File: config.mk
export PLATFORM = sky130hd
export DESIGN_NAME = icache_flat
export DESIGN_NICKNAME = d
export VERILOG_FILES = /design/src/rtl/constants_pkg.sv /design/src/rtl/instruction_bus.sv /design/src/rtl/icache_array.sv /design/src/rtl/icache.sv /design/src/flat_wrapper.sv
export SDC_FILE = /design/constraint.sdc
export NUM_CORES = 1
export LEC_CHECK = 0
export CAP_MARGIN = 20
export CORE_MARGIN = 2
export CORE_UTILIZATION = 57
export CTS_CLUSTER_SIZE = 10
export DETAILED_ROUTE_END_ITERATION = 10
export PLACE_DENSITY = 0.84
export SETUP_SLACK_MARGIN = 0.2
export SYNTH_ARGS = -nofsm -noshare
export SYNTH_HDL_FRONTEND = slang
export SYNTH_HIERARCHICAL = 1
export SYNTH_SLANG_ARGS = --single-unit
export TNS_END_PERCENT = 5
File: constraint.sdc
create_clock -name clk -period 16.9 [get_ports clk]
set_input_delay 2.535 -clock clk [delete_from_list [all_inputs] [get_ports clk]]
set_output_delay 2.535 -clock clk [all_outputs]
set_load 0.02 [all_outputs]
File: src/rtl/constants_pkg.sv
// Shared constants and types for the instruction cache and its line-fill bus.
package constants_pkg;
  localparam int ICLLEN       = 128;
  localparam int ICACHE_LINES = 4;

  typedef enum logic {IDLE, MISS} icache_state_t;
endpackage

File: src/rtl/instruction_bus.sv
// Line-fill handshake between the instruction cache and the memory side.
interface instruction_bus;
  import constants_pkg::*;

  logic              ldp;
  logic [31:0]       ldAddr;
  logic              ldr;
  logic [ICLLEN-1:0] ldData;

  modport consumer (output ldp, output ldAddr, input ldr, input ldData);
  modport producer (input ldp, input ldAddr, output ldr, output ldData);
endinterface

File: src/rtl/icache_array.sv
// Direct-mapped tag/data/valid storage: one write port, asynchronous read.
module icache_array
  import constants_pkg::*;
#(
  parameter int NLINES = ICACHE_LINES,
  parameter int IW     = 2,
  parameter int TW     = 26
) (
  input  logic              clk,
  input  logic              rst,
  input  logic              clear,
  input  logic              we,
  input  logic [IW-1:0]     waddr,
  input  logic [TW-1:0]     wtag,
  input  logic [ICLLEN-1:0] wdata,
  input  logic [IW-1:0]     raddr,
  output logic              rvalid,
  output logic [TW-1:0]     rtag,
  output logic [ICLLEN-1:0] rdata
);
  logic [NLINES-1:0] valid;
  logic [TW-1:0]     tags  [NLINES];
  logic [ICLLEN-1:0] lines [NLINES];

  // Clear has priority so a flush coinciding with a fill leaves that line invalid.
  always_ff @(posedge clk) begin
    if (rst || clear) begin
      valid <= '0;
    end else if (we) begin
      valid[waddr] <= 1'b1;
    end
  end

  // NOTE: storage arrays carry no reset; the valid bits alone decide whether contents are used.
  always_ff @(posedge clk) begin
    if (we) begin
      tags[waddr]  <= wtag;
      lines[waddr] <= wdata;
    end
  end

  assign rvalid = valid[raddr];
  assign rtag   = tags[raddr];
  assign rdata  = lines[raddr];
endmodule

File: src/rtl/icache.sv
// Direct-mapped instruction cache: combinational hit path, blocking line fill on a miss.
module icache
  import constants_pkg::*;
#(
  parameter int NLINES = ICACHE_LINES
) (
  input  logic        clk,
  input  logic        rst,
  input  logic        req_valid,
  input  logic [31:0] req_addr,
  input  logic        flush,
  output logic        rsp_valid,
  output logic [31:0] rsp_instr,
  output logic        stall,
  instruction_bus.consumer bus
);
  localparam int IW = $clog2(NLINES);
  localparam int TW = 28 - IW;

  icache_state_t state;
  logic          flush_pend;
  logic          ldp_q;
  logic [31:0]   miss_addr;

  logic [IW-1:0]     req_index;
  logic [TW-1:0]     req_tag;
  logic [1:0]        req_word;
  logic              arr_valid;
  logic [TW-1:0]     arr_tag;
  logic [ICLLEN-1:0] arr_data;
  logic              hit;
  logic              fill;
  logic              clear;
  logic              unused_addr_bits;

  assign req_index        = req_addr[4 +: IW];
  assign req_tag          = req_addr[31 -: TW];
  assign req_word         = req_addr[3:2];
  assign unused_addr_bits = ^req_addr[1:0];

  assign hit   = arr_valid && (arr_tag == req_tag);
  assign fill  = (state == MISS) && bus.ldr && !rst;
  assign clear = !rst && (((state == IDLE) && flush) || (fill && (flush_pend || flush)));

  // Fill index and tag come from the latched line address, not the live request.
  icache_array #(
    .NLINES (NLINES),
    .IW     (IW),
    .TW     (TW)
  ) u_array (
    .clk    (clk),
    .rst    (rst),
    .clear  (clear),
    .we     (fill),
    .waddr  (miss_addr[4 +: IW]),
    .wtag   (miss_addr[31 -: TW]),
    .wdata  (bus.ldData),
    .raddr  (req_index),
    .rvalid (arr_valid),
    .rtag   (arr_tag),
    .rdata  (arr_data)
  );

  // NOTE: every output gets a default first so no path through the case infers a latch.
  always_comb begin
    rsp_valid = 1'b0;
    rsp_instr = '0;
    stall     = 1'b0;
    if (!rst) begin
      case (state)
        IDLE: begin
          if (!flush && req_valid) begin
            if (hit) begin
              rsp_valid = 1'b1;
              rsp_instr = arr_data[{req_word, 5'b0} +: 32];
            end else begin
              stall = 1'b1;
            end
          end
        end
        MISS:    stall = 1'b1;
        default: stall = 1'b0;
      endcase
    end
  end

  // NOTE: state registers use non-blocking assignments so all flops update together at the edge.
  always_ff @(posedge clk) begin
    if (rst) begin
      state      <= IDLE;
      flush_pend <= 1'b0;
      ldp_q      <= 1'b0;
      miss_addr  <= '0;
    end else begin
      case (state)
        IDLE: begin
          if (!flush && req_valid && !hit) begin
            miss_addr <= {req_addr[31:4], 4'b0};
            ldp_q     <= 1'b1;
            state     <= MISS;
          end
        end
        MISS: begin
          if (bus.ldr) begin
            ldp_q      <= 1'b0;
            flush_pend <= 1'b0;
            state      <= IDLE;
          end else if (flush) begin
            flush_pend <= 1'b1;
          end
        end
        default: state <= IDLE;
      endcase
    end
  end

  // Reset masks the fill request immediately rather than one edge later.
  assign bus.ldp    = ldp_q & ~rst;
  assign bus.ldAddr = miss_addr;
endmodule

File: src/flat_wrapper.sv
// flat-port wrapper written by rule: the top's interface ports become plain ports
module icache_flat import constants_pkg::*;
#(
  parameter int NLINES = ICACHE_LINES
)
  (clk, rst, req_valid, req_addr, flush, rsp_valid, rsp_instr, stall, bus_ldp, bus_ldAddr, bus_ldr, bus_ldData);
  instruction_bus bus_i ();
  input  logic clk;
  input  logic rst;
  input  logic req_valid;
  input  logic [31:0] req_addr;
  input  logic flush;
  output logic rsp_valid;
  output logic [31:0] rsp_instr;
  output logic stall;
  output wire logic [$bits(bus_i.ldp)-1:0] bus_ldp;
  output wire logic [$bits(bus_i.ldAddr)-1:0] bus_ldAddr;
  input wire logic [$bits(bus_i.ldr)-1:0] bus_ldr;
  input wire logic [$bits(bus_i.ldData)-1:0] bus_ldData;
  assign bus_ldp = bus_i.ldp;
  assign bus_ldAddr = bus_i.ldAddr;
  assign bus_i.ldr = bus_ldr;
  assign bus_i.ldData = bus_ldData;
  icache #(.NLINES(NLINES)) u_core (.clk(clk), .rst(rst), .req_valid(req_valid), .req_addr(req_addr), .flush(flush), .rsp_valid(rsp_valid), .rsp_instr(rsp_instr), .stall(stall), .bus(bus_i));
endmodule
Yosys cells after proc, flatten, opt, wreduce, memory -nomap -nowiden --
Memories as Yosys holds them, arrays and structs flattened. Cells that the tools add are included.
Word-level totals: register bits after elaboration 35, memory bits (writable) 616, word-level logic and storage cells 63, memories 2
Memory list:
- u_core.u_array.lines | words 4, width 128, rd ports 1, clocked after Yosys merged registers in 0, wr ports 1, line icache_array.sv:23 | logic [ICLLEN-1:0] lines [NLINES];
- u_core.u_array.tags | words 4, width 26, rd ports 1, clocked after Yosys merged registers in 0, wr ports 1, line icache_array.sv:22 | logic [TW-1:0] tags [NLINES];
Operators by class: magnitude comparators 3, equality and inequality tests 3, shift-type cells 1, mux-type cells 26, bitwise logic cells 4, reduce and logical (&&, ||, !) cells 19
Operators with widths (count):
- $mux W32 | 4
- $shiftx A128 B8 Y32 | 1
- $eq A26 B26 Y1 | 1
- $mux W1 | 17
- $logic_and A1 B1 Y1 | 9
- $lt A2 B3 Y1 const B | 2
- $pmux W1 S2 | 3
- $reduce_and A2 Y1 | 3
- $ne A2 B2 Y1 const B | 2
- $or A4 B4 Y4 | 1
- $logic_not A1 Y1 | 3
- $logic_or A1 B1 Y1 | 3
- $bmux W1 S2 | 1
- $demux W1 S2 | 1
- $ge A2 B1 Y1 const B | 1
- $not A1 Y1 | 2
- $reduce_bool A2 Y1 | 1
- $and A1 B1 Y1 | 1

Logic depth before layout (Yosys ltp) --
Gate-level depths: netlist of the first run.
word-level depth 7, gate-level depth with buffers 10, depth with buffers taken out 6

By module --
Netlist of the first run, hierarchy kept.
By module, submodules not included:
- icache_array | times used 1, cells an instance 818, area each 22360.2 sq um, seq. area each 18577.8 sq um
- icache | times used 1, cells an instance 259, area each 2743.9 sq um, seq. area each 620.6 sq um

Worst setup path before layout of the first run --
Ideal clock, no wire load.
path type input to register, from input rst, to memory u_core.u_array.lines[0][0], enable pin, setup time 891 ps, arrival time 14288 ps, setup slack 1721 ps, stages on the path 4, path buffers 2, path through clkbuf_1 -> clkbuf_1 -> nor2_1 -> nor3b_1
On the way: longest elaborated chain between the ends 4
RTL lines:
- start, declared | line flat_wrapper.sv:9 | input logic rst;
- $logic_not A1 Y1 | line icache.sv:42 | assign fill = (state == MISS) && bus.ldr && !rst;
- $logic_and A1 B1 Y1 | line icache.sv:42
- via u_core.fill | line icache.sv:32 | logic fill;
- $mux W1 | line icache_array.sv:36 | if (we) begin
- $mux W1 (not written as such) | line icache_array.sv:38 | lines[waddr] <= wdata;
- end, declared | line icache_array.sv:23
The timed path passes the listed nets, and every way through them passes these cells.

Worst setup path in the final report of the first run --
from input req_addr[4], to output rsp_instr[31]
On the way: longest elaborated chain between the ends 7
RTL lines:
- start, declared | line flat_wrapper.sv:11 | input logic [31:0] req_addr;
- $mem_v2 Z4 W26
- via u_core.arr_tag[21] | line icache.sv:29 | logic [TW-1:0] arr_tag;
- $eq A26 B26 Y1 | line icache.sv:41 | assign hit = arr_valid && (arr_tag == req_tag);
- $logic_and A1 B1 Y1 | line icache.sv:41
- $mux W32 | line icache.sv:73 | if (hit) begin
- $mux W32 | line icache.sv:72 | if (!flush && req_valid) begin
- $mux W32 | line icache.sv:70 | case (state)
- $mux W32 | line icache.sv:69 | if (!rst) begin
- end, declared | line flat_wrapper.sv:14 | output logic [31:0] rsp_instr;
The timed path passes the listed nets, and every way through them passes these cells. The select of a mux whose other input is x is not followed.

==> results.ini, run 1 <==
[worst_setup_path]
worst-path-max-fanout=66
path_cells=buf_8 > buf_4 > mux4_2 > xnor2_1 > nand4_1 > nor4_4 > nand3_2 > buf_16 > nor2b_1 > clkdlybuf4s50_1
crit_slowest_cell=buf_4
start_kind=input port
slowest_delay_ns=0.83
arrival_ns=7.28
critPathRequiredTime_ns=14.37
worstSetupPathType=in2out
timing.critical_path.buf_inv=4
crit_family=buffers and inverters
cp-end-kind=primary output

[global_route]
grt.overflow.total=0
antenna_found_initial=10
grt_pass1_vias=12400
grt_use_total_pct=22.4
grt_pass1_wl_um=74800
grt_max_degree=140

[cts]
cts_resized=0
post_cts_buffers=0
numCtsBuffers=75
clk_path_buf_depth=3
cts.sinks=651
clk_latency_ns=0.59
root_buffer=clkbuf_16
cts_tree=yes
ctsHoldBuffers=0
htreeDepth=3
path_clk_slew_ns=0.05

[power]
swShare_pct=19.5
power_switching_w=0.000656
p_int_w=0.00271
clkPwrFrac_pct=41.7
combinationalPowerShare_pct=5.3
power_density_nw_per_um2=112
seq_power_share_pct=53.0
vdd_drop_max_mv=0.0913
p_leak_nw=9.46

[floorplanning]
core_um2=43300
std_cell_rows=76
dieArea_um2=45700
io_pins=232
die_x_um=214
start_util_pct=58.0
die_h_um=214

[placed_design]
gp_congestion=0.723
hpwlAfterDp_um=27600
pre_cts_slack_ns=6.71
port_buffers=225
placed_cells=1846

[synth]
yosysUniqueCellTypes=31
async_flop_share_pct=0
synth_common_cells=edfxtp_1 (616), mux4_2 (187), nand2b_1 (55)
synthCells=1077
yosysMostFrequentCell=edfxtp_1
ys_seq_area_share_pct=76.5
yosys.area.top_type=edfxtp_1
synth_top_cell_area_share_pct=73.7
synth.area.top_cells=edfxtp_1 (74%), mux4_2 (17%), dfxtp_1 (2.8%)
syn_avg_cell_area_um2=23.3
dominantRegCellSynth=edfxtp_1
ys_warn_count=6
syn_area_um2=25100
synth_edf_count=616
ys_ff_latch=651

[finish]
utilization_pct=69.2
multiInputGateArea_um2=5550
register_area_um2=19200
nNetsFinal=1504
drive_gt1_share_pct=21.8
nFillCells=2583
area_growth_syn_to_layout_pct=19.3
fin_cells=1952

[outcome]
outcome=completed

[route]
wl_per_cell_um=25.4
totalWireLength_um=49600
ant_nets=0
drc=0
first_pass_iters=5
vias=11700
via_per_inst=5.97
drt_iter0_drc=1004

[timing]
setup_violations=0
rsz0062_at_grt=false
slew_viol_final=0
finalHoldViolCount=0
min_period_ns=9.82
relSlewSlack_pct=27.0
fin_crit_sh_pct=58.1
finalWorstSetupSlack_ns=7.08
setup_tns_ns=0
fmaxAchievable_ghz=0.102
clock_skew_ns=0.0137
whs_ns=0.464
max_slew.worst_pin.slew_ns=1.09

[hold_path]
hp-class=reg2reg

[job]
drv_cap=0

[cells by family after synthesis]
family                    share of synthesized area [%]
other                                            0.0149
AOI/OAI and AO/OA                                 0.339
muxes                                              17.9
xor gates and xnor gates                          0.907
DFF                                                76.5
buffers and inverters                              1.56
and+or+nand+nor                                    2.81
[power by group through the flow]
| stage | Clock [W] | Combinational (W) | Sequential, W |
|---|---|---|---|
| floorplan | 0 | 0.0000966 | 0.00182 |
| global placement | 0 | 0.000175 | 0.00182 |
| detailed placement | 0 | 0.000180 | 0.00182 |
| CTS | 0.00144 | 0.000182 | 0.00178 |
| global route | 0.00150 | 0.000191 | 0.00178 |
| finish | 0.00140 | 0.000179 | 0.00178 |
[placed cells by master, fill, tap and decap left out, drive strengths merged]
| cell | netlist | layout |
|---|---|---|
| nor2b | 32 | 32 |
| nor3 | 1 | 1 |
| and3 | 1 | 1 |
| o21a | 4 | 4 |
| buf | 47 | 21 |
| mux4 | 187 | 187 |
| a21o | 1 | 1 |
| clkbuf | 12 | 98 |
| clkinv | 0 | 3 |
| conb | 1 | 4 |
| or2b | 3 | 3 |
| nand4 | 6 | 6 |
| nand3 | 2 | 2 |
| xnor2 | 26 | 26 |
| and3b | 2 | 2 |
| a21oi | 4 | 4 |
| a211oi | 1 | 1 |
| nor2 | 4 | 4 |
| clkdlybuf4s50 | 0 | 220 |
| nor3b | 2 | 2 |
| dfxtp | 35 | 35 |
| nand2b | 55 | 55 |
| or2 | 1 | 1 |
| nand2 | 1 | 1 |
| a221oi | 1 | 1 |
| inv | 2 | 3 |
| mux2i | 28 | 28 |
| nor4 | 1 | 1 |
| edfxtp | 616 | 616 |
| diode | 0 | 3 |
| o21ba | 1 | 1 |
[metrics by stage]
| stage | instance area [um^2] | total power (W) |
|---|---|---|
| global route | 30000 | 0.00348 |
| global placement | 27900 | 0.00199 |
| detailed placement | 27900 | 0.00200 |
| floorplan | 25100 | 0.00192 |
| finish | 30000 | 0.00337 |
| CTS | 29900 | 0.00340 |
[worst register-to-register path, cell delays in order, from the launching register on]
cell     delay, ns
dfxtp_1       0.47
nand2_1       0.09
nor2_1        0.26
and3b_4       0.94
buf_4         0.88
buf_4         0.78
[metal layers]
layer,global-route usage [%],share of wire [%],vias to the layer above
li1,-,-,4999
met1,30.0,40,6149
met2,36.4,51,432
met3,6.49,7.6,67
met4,6.90,1.7,14
met5,0,0.21,-
[final cells by class]
class                           instances  share of cell area (%)
Antenna cell                            3                  0.0251
Clock buffer                           98                    6.84
Clock inverter                          4                  0.0710
Inverter                                2                  0.0251
Multi-Input combinational cell        368                    18.5
Sequential cell                       651                    64.1
Tap cell                              585                    2.44
Timing Repair Buffer                  241                    8.00
[registers in the layout, summed over array words and instances, names as in the netlist]
name / flops
u_core/state: 1
u_core/u_array/lines: 512
u_core/ldp_q: 1
u_core/u_array/tags: 104
u_core/u_array/valid: 4
u_core/bus.ldAddr: 28
u_core/flush_pend: 1
[worst paths after layout]
| path | from | end | slack (ns) | cells after the start |
|---|---|---|---|---|
| max | req_addr[4] | rsp_instr[31] | 7.08 | 10 |
| min | u_core/u_array/valid[2]$_SDFFE_PP0P_ | u_core/u_array/valid[2]$_SDFFE_PP0P_ | 0.46 | 1 |
| max reg2reg | u_core/state$_SDFF_PP0_ | u_core/u_array/lines[2][48]$_DFFE_PP_ | 13.06 | 5 |
| min reg2reg | u_core/u_array/valid[2]$_SDFFE_PP0P_ | u_core/u_array/valid[2]$_SDFFE_PP0P_ | 0.46 | 1 |
(Power assumes the default switching activity.)
==> run 2, diff against run 1 <==
Clock period 16.9 ns to 9.4 ns, I/O delays scaled along.
==> results.ini, run 2 (same netlist as run 1, synthesis figures left out) <==
[outcome]
outcome=completed

[floorplanning]
start_util_pct=58.0
io_pins=232
std_cell_rows=76
die_x_um=214
die_h_um=214
core_um2=43300
dieArea_um2=45700

[route]
drt_iter0_drc=928
totalWireLength_um=49400
ant_nets=0
via_per_inst=5.97
drc=0
wl_per_cell_um=25.4
vias=11600
first_pass_iters=5

[cts]
numCtsBuffers=76
root_buffer=clkbuf_16
clk_latency_ns=0.60
cts.sinks=651
cts_resized=0
post_cts_buffers=0
cts_tree=yes
htreeDepth=3
clk_path_buf_depth=3
ctsHoldBuffers=0
path_clk_slew_ns=0.05

[power]
vdd_drop_max_mv=0.157
p_leak_nw=9.46
power_density_nw_per_um2=203

[timing]
rsz0062_at_grt=false
max_slew.worst_pin.slew_ns=1.11
min_period_ns=6.91
finalWorstSetupSlack_ns=2.49
clock_skew_ns=0.0186
fmaxAchievable_ghz=0.145
fin_crit_sh_pct=73.5
slew_viol_final=0
setup_tns_ns=0
relSlewSlack_pct=25.9
setup_violations=0
finalHoldViolCount=0

[finish]
most-common-layout-cells=edfxtp_1 (616), clkdlybuf4s50_1 (220), mux4_2 (187), clkbuf_16 (79), nand2b_1 (55)
nNetsFinal=1502
largest_reg_flops=512
top_register=u_core/u_array/lines
drive_gt1_share_pct=22.1
area_growth_syn_to_layout_pct=19.4
final_common_cell=edfxtp_1
fin_cells=1948

[global_route]
grt.overflow.total=0
antenna_found_initial=10
grt_use_total_pct=22.4
grt_pass1_wl_um=74900
grt_pass1_vias=12500
grt_busiest_layer=met2
grtUsageMet1_pct=30.1
gr-usage-met3_pct=6.18
globalRouteMet2Util_pct=36.2
grt_max_degree=118

[worst_setup_path]
arrival_ns=5.50
crit_slowest_cell=buf_8
slowest_delay_ns=0.64
start_kind=input port
cp-end-kind=primary output
critPathRequiredTime_ns=7.99
path_cells=buf_8 > mux4_2 > xnor2_1 > nand3_1 > nor3_1 > nand3_2 > buf_4 > nor2b_1 > clkdlybuf4s50_1
crit_family=buffers and inverters
worst-path-max-fanout=78
worstSetupPathType=in2out
timing.critical_path.buf_inv=3

[placed_design]
pre_cts_slack_ns=2.41
port_buffers=225
placed_cells=1844
hpwlAfterDp_um=27200
gp_congestion=0.696

[hold_path]
hp-class=reg2reg

[job]
drv_cap=0

==> run 2: cell count changes in the layout (fill, tap and decap cells not counted), moves of 2 or more <==
| cell | change |
|---|---|
| clkbuf_1 | -8 |
| clkinv_8 | +2 |
| clkbuf_8 | +2 |
| buf_4 | -2 |
==> run 2: worst reg2reg max path, stage by stage (launching register included) <==
cell and delay [ns]:
dfxtp_1 0.46, nand2_1 0.13, nor2_1 0.25, and3b_4 0.83
buf_4 0.88
==> run 2: final timing paths <==
| check | start | endpoint | slack, ns | cells past startpoint |
|---|---|---|---|---|
| worst max-delay path | req_addr[4] | rsp_instr[13] | 2.49 | 9 |
| worst min-delay path | u_core/u_array/valid[0]$_SDFFE_PP0P_ | u_core/u_array/valid[0]$_SDFFE_PP0P_ | 0.47 | 1 |
| worst max register to register | u_core/state$_SDFF_PP0_ | u_core/u_array/tags[2][15]$_DFFE_PP_ | 6.30 | 4 |
| worst min register to register | u_core/u_array/valid[0]$_SDFFE_PP0P_ | u_core/u_array/valid[0]$_SDFFE_PP0P_ | 0.47 | 1 |
==> run 2: layout make-up <==
type                    instances  area (um^2)
flip-flops and latches        651        19200
multi-input cells             368         5550
clock inverters                 8         70.1
inverters                       2         7.51
well taps                     585          732
clock buffers                  92         2050
repair buffers                238         2370
fillers                      2583        13300
diodes                          4         10.0
==> run 2: through the flow <==
step	total power (W)	area, um^2	hold WS (ns)	utilization [%]
3_3_place_gp	0.00358	27900	0.442	64.4
4_1_cts	0.00614	30000	0.466	69.3
5_1_grt	0.00627	30000	0.484	69.3
2_1_floorplan	0.00345	25100	0.435	-
3_5_place_dp	0.00359	27900	0.454	64.4
6_report	0.00608	30000	0.466	69.3
==> run 2: routing by layer <==
| metal | up-vias | part of all wire, % |
|---|---|---|
| met5 | - | 0.17 |
| met2 | 457 | 51 |
| met4 | 12 | 1.9 |
| met3 | 85 | 8.0 |
| met1 | 6080 | 39 |
| li1 | 5001 | - |
==> run 2: power by group <==
group          total [W]  internal (W)  switching (W)
Clock            0.00255       0.00152        0.00104
Combinational   0.000319      0.000178       0.000142
Sequential       0.00321       0.00319      0.0000139
